==> src/rtl/ram_ctrl.sv <==
`default_nettype none
// ============================================================================
// Module   : ram_ctrl
// Brief    : Single-port RAM controller with power-up clear sequence and
//            RD_LAT-cycle read pipeline. RAM_CTRL_PARITY_EN adds per-word
//            even parity and drives par_err.
// Revision : 1.0 - initial release
// ============================================================================
module ram_ctrl #(
    parameter int DATA_W = 8,
    parameter int ADDR_W = 4,
    parameter int RD_LAT = 1
) (
    input  logic              clk,
    input  logic              rst_n,
    input  logic              req_valid,
    output logic              req_ready,
    input  logic              req_we,
    input  logic [ADDR_W-1:0] req_addr,
    input  logic [DATA_W-1:0] req_wdata,
    output logic              rsp_valid,
    output logic [DATA_W-1:0] rsp_rdata,
    output logic              busy,
    output logic              par_err
);
    localparam int DEPTH = 2**ADDR_W;

    typedef enum logic [0:0] {
        ST_CLEAR = 1'b0,
        ST_RUN   = 1'b1
    } state_t;

    state_t            state_q, state_d;
    logic [ADDR_W-1:0] cnt_q, cnt_d;
    logic [DATA_W-1:0] mem_q [DEPTH];

    logic              acc_rd;
    logic              mem_we;
    logic [ADDR_W-1:0] mem_waddr;
    logic [DATA_W-1:0] mem_wdata;
    logic [DATA_W-1:0] rd_word;
    logic              rd_perr;

    logic              pipe_v;
    logic [DATA_W-1:0] pipe_d;
    logic              pipe_e;

    logic              rsp_valid_q;
    logic [DATA_W-1:0] rsp_rdata_q;
    logic              par_err_q;

    always_ff @(posedge clk or negedge rst_n) begin
        if (!rst_n) begin
            state_q <= ST_CLEAR;
            cnt_q   <= '0;
        end else begin
            state_q <= state_d;
            cnt_q   <= cnt_d;
        end
    end

    always_comb begin
        state_d   = state_q;
        cnt_d     = cnt_q;
        req_ready = 1'b0;
        busy      = 1'b0;
        acc_rd    = 1'b0;
        mem_we    = 1'b0;
        mem_waddr = cnt_q;
        mem_wdata = '0;
        case (state_q)
            ST_CLEAR: begin
                busy   = 1'b1;
                mem_we = 1'b1;
                cnt_d  = cnt_q + 1'b1;
                if (cnt_q == {ADDR_W{1'b1}}) begin
                    state_d = ST_RUN;
                end
            end
            ST_RUN: begin
                req_ready = 1'b1;
                acc_rd    = req_valid & ~req_we;
                mem_we    = req_valid & req_we;
                mem_waddr = req_addr;
                mem_wdata = req_wdata;
            end
            default: state_d = ST_CLEAR;
        endcase
    end

    // Array is deliberately not reset; zeroing happens only through CLEAR.
    always_ff @(posedge clk) begin
        if (mem_we) begin
            mem_q[mem_waddr] <= mem_wdata;
        end
    end

    assign rd_word = mem_q[req_addr];

`ifdef RAM_CTRL_PARITY_EN
    logic par_q [DEPTH];

    always_ff @(posedge clk) begin
        if (mem_we) begin
            par_q[mem_waddr] <= ^mem_wdata;
        end
    end

    assign rd_perr = (^rd_word) != par_q[req_addr];
`else
    assign rd_perr = 1'b0;
`endif

    generate
        if (RD_LAT == 2) begin : g_lat2
            logic              v1_q;
            logic [DATA_W-1:0] d1_q;
            logic              e1_q;

            always_ff @(posedge clk or negedge rst_n) begin
                if (!rst_n) begin
                    v1_q <= 1'b0;
                    d1_q <= '0;
                    e1_q <= 1'b0;
                end else begin
                    v1_q <= acc_rd;
                    if (acc_rd) begin
                        d1_q <= rd_word;
                        e1_q <= rd_perr;
                    end
                end
            end

            assign pipe_v = v1_q;
            assign pipe_d = d1_q;
            assign pipe_e = e1_q;
        end else begin : g_lat1
            assign pipe_v = acc_rd;
            assign pipe_d = rd_word;
            assign pipe_e = rd_perr;
        end
    endgenerate

    always_ff @(posedge clk or negedge rst_n) begin
        if (!rst_n) begin
            rsp_valid_q <= 1'b0;
            rsp_rdata_q <= '0;
            par_err_q   <= 1'b0;
        end else begin
            rsp_valid_q <= pipe_v;
            par_err_q   <= pipe_v & pipe_e;
            if (pipe_v) begin
                rsp_rdata_q <= pipe_d;
            end
        end
    end

    assign rsp_valid = rsp_valid_q;
    assign rsp_rdata = rsp_rdata_q;
    assign par_err   = par_err_q;

endmodule
`default_nettype wire

==> config.mk <==
export PLATFORM = sky130hd
export DESIGN_NAME = ram_ctrl
export DESIGN_NICKNAME = d
export VERILOG_FILES = /design/src/rtl/ram_ctrl.sv
export SDC_FILE = /design/constraint.sdc
export NUM_CORES = 1
export LEC_CHECK = 0
export ABC_AREA = 1
export BUFFER_PORTS_ARGS = -buffer_cell sky130_fd_sc_hd__buf_2
export CAP_MARGIN = 20
export CORE_MARGIN = 2
export CORE_UTILIZATION = 45
export CTS_CLUSTER_DIAMETER = 50
export CTS_CLUSTER_SIZE = 8
export DETAILED_ROUTE_END_ITERATION = 8
export MAX_ROUTING_LAYER = met4
export SYNTH_ARGS = -nofsm -noshare
export SYNTH_HDL_FRONTEND = slang
export SYNTH_SLANG_ARGS = --single-unit
==> constraint.sdc <==
create_clock -name clk -period 2.1 [get_ports clk]
set_input_delay 0.42 -clock clk [delete_from_list [all_inputs] [get_ports clk]]
set_output_delay 0.42 -clock clk [all_outputs]
set_load 0.02 [all_outputs]
==> flow_summary.yaml <==
detailed_routing:
  drc_errors: 0
  first_iter_violations: 406
  first_pass_iters: 5
  vias: 3948
  routedWlPerCell_um: 16.9
  ant_nets: 0
  routed_wl_mm: 13.2
  viasPerCell: 5.07
sta:
  rsz0062_at_grt: "false"
  fin_skew_ns: 0.00568
  drv_slew: 0
  hold_violations: 0
  setup_viol: 0
  setup_tns_ns: 0
  fin_crit_sh: 0.850
  max_freq_mhz: 560
  fin_crit_ns: 1.79
placement:
  dp_hpwl_mm: 8.67
  globalplace.congestion: 0.923
  port_buffers: 26
power:
  ir_drop_mv: 0.543
  finalPower_w: 0.00656
  p_leak_nw: 2.83
  power_density_nw_per_um2: 938
synth:
  synthAdderAreaFrac: 0.00209
  yosysUniqueCellTypes: 19
  yosys.area_share.simple: 0.232
  synth_compound_area_frac: 0.00796
  yosys.area_share.xor_xnor: 0.00293
  avgSynthCellArea_um2: 11.2
  syn_area_um2: 5970
  ys_warn_count: 0
  syn_nets: 552
  synth_top_family_by_area: "simple AND/OR/NAND/NOR gates"
  muxShareOfSynthArea: 0
  synthCells: 535
  ys_ff_latch: 142
  ys_seq_area_frac: 0.702
cts:
  cts_tree: "done"
  cts.reportedPaths.clkPinSlew_ns: 0.06
  clk_latency_ns: 0.42
  clock_sinks: 142
  htreeDepth: 4
  cts.path.max_buffers: 2
  post_cts_buffers: 0
  numCtsBuffers: 17
  cts-root-buf: "clkbuf_16"
layout:
  final_common_cell: "nand2_1"
  multiInputGateArea_um2: 1470
  area_growth_pct: 17.0
  n_antenna_cell: 0
  drive_above_1_share: 0.166
  regArea_um2: 4190
  nets: 606
  fillCellCount: 1127
  final_cell_mix: "nand2_1 (211), edfxtp_1 (128), nand3_1 (98), buf_4 (34), buf_2 (26)"
setup_path:
  worstSetupStartpointType: "register"
  end_kind: "primary output"
  worst-path-buf-inv: 3
  arrival_ns: 1.37
  path_delay_family: "buffers and inverters"
  critPathKind: "reg -> out"
  crit_required_ns: 1.68
  critPathMaxFanout: 8
  path_cells: "buf_4 > inv_2 > buf_2"
  reg2regPathDepth: 6
  slowest_stage: "dfrtp_1"
  cp.depth: 3
  slowest_delay_ns: 0.46
floorplanning:
  ios: 28
  dieWidth_um: 119
  coreArea_um2: 13100
  die_y_um: 119
  die_area_um2: 14200
  placementRows: 42
  start_util: 0.456
status:
  status: "finished clean"
global_route:
  grt_overflow: 0
  grt.total_usage: 0.203
  grt_pass1_vias: 3784
  antenna_found_initial: 0
  grt_pass1_wl_mm: 20.6
  grt_max_degree: 65
run:
  maxCapViolations: 0
worst_hold_path:
  hold_depth: 2
  hp-class: "in -> reg"
==> worst register-to-register path, delay by kind of cell, from the launching register on <==
| kind | cells | cell delay, ns |
|---|---|---|
| AOI/OAI and AO/OA | 1 | 0.13 |
| buffers and inverters | 2 | 0.43 |
| DFF | 1 | 0.47 |
| and+or+nand+nor | 3 | 0.46 |
==> cells in the mapped netlist (all sizes together) <==
cell type / instances / area share
nand2: 211 / 0.13
edfxtp: 128 / 0.64
nand3: 98 / 0.082
buf: 28 / 0.039
inv: 21 / 0.013
nor2: 21 / 0.013
dfrtp: 14 / 0.059
o21ai: 5 / 0.0042
a21oi: 3 / 0.0038
conb: 1 / 0.00063
ha: 1 / 0.0021
nand4: 1 / 0.0010
nor3: 1 / 0.0027
xnor2: 1 / 0.0015
xor2: 1 / 0.0015
==> stage by stage <==
step,setup slack [ns],utilization,hold slack (ns),instance area (um^2),instances
CTS,0.311,0.534,0.222,6990,778
floorplan,0.218,-,0.124,5970,535
global placement,0.290,0.488,0.325,6380,745
global route,0.143,0.534,0.254,6990,778
detailed placement,0.282,0.488,0.326,6380,745
finish,0.315,0.534,0.237,6990,778
==> layer usage <==
| layer | share of wire | track usage | vias up |
|---|---|---|---|
| met3 | 0.060 | 0.0340 | 22 |
| met2 | 0.46 | 0.304 | 147 |
| met4 | 0.023 | 0.0789 | 0 |
| met5 | 0 | - | - |
| li1 | - | - | 1919 |
| met1 | 0.46 | 0.279 | 1860 |
==> cell type report <==
class | instances | area share
Multi-Input combinational cell | 344 | 0.210
Clock buffer | 18 | 0.0614
Inverter | 21 | 0.0113
Sequential cell | 142 | 0.600
Clock inverter | 14 | 0.0238
Tap cell | 176 | 0.0315
Timing Repair Buffer | 63 | 0.0623
==> repair_timing <==
| action | in CTS | in global routing |
|---|---|---|
| hold endpoints to repair | 14 | 0 |
| gates resized for setup | 0 | 0 |
| hold buffers | 1 | 0 |
==> power breakdown <==
part | total, W | switching [W] | internal [W]
sequential | 0.00313 | 0.0000127 | 0.00311
combinational | 0.000441 | 0.000309 | 0.000131
clock | 0.00299 | 0.00112 | 0.00187
total | 0.00656 | 0.00145 | 0.00511
==> cells by family after synthesis <==
kind of cell,Yosys count
other,1
and+or+nand+nor,332
adders and majority gates,1
xor gates and xnor gates,2
buffers and inverters,49
AOI/OAI and AO/OA,8
DFF,142
==> final timing paths <==
path	slack, ns	endpoint	from
worst max register to register	0.31	mem_q[7][1]	state_q
min in group asynchronous	0.43	rsp_rdata[7]	rst_n
worst min register to register	0.48	rsp_rdata[7]	rsp_rdata[7]
worst min-delay path	0.24	rsp_valid	req_we
max in group asynchronous	1.44	rsp_rdata[6]	rst_n
worst max-delay path	0.31	busy	state_q
==> flip-flops by register name, indices dropped and copies added (netlist names) <==
register,count
state_q,1
rsp_valid,1
mem_q,128
rsp_rdata,8
cnt_q,4
No activity file was read; power rests on OpenSTA's default activity.
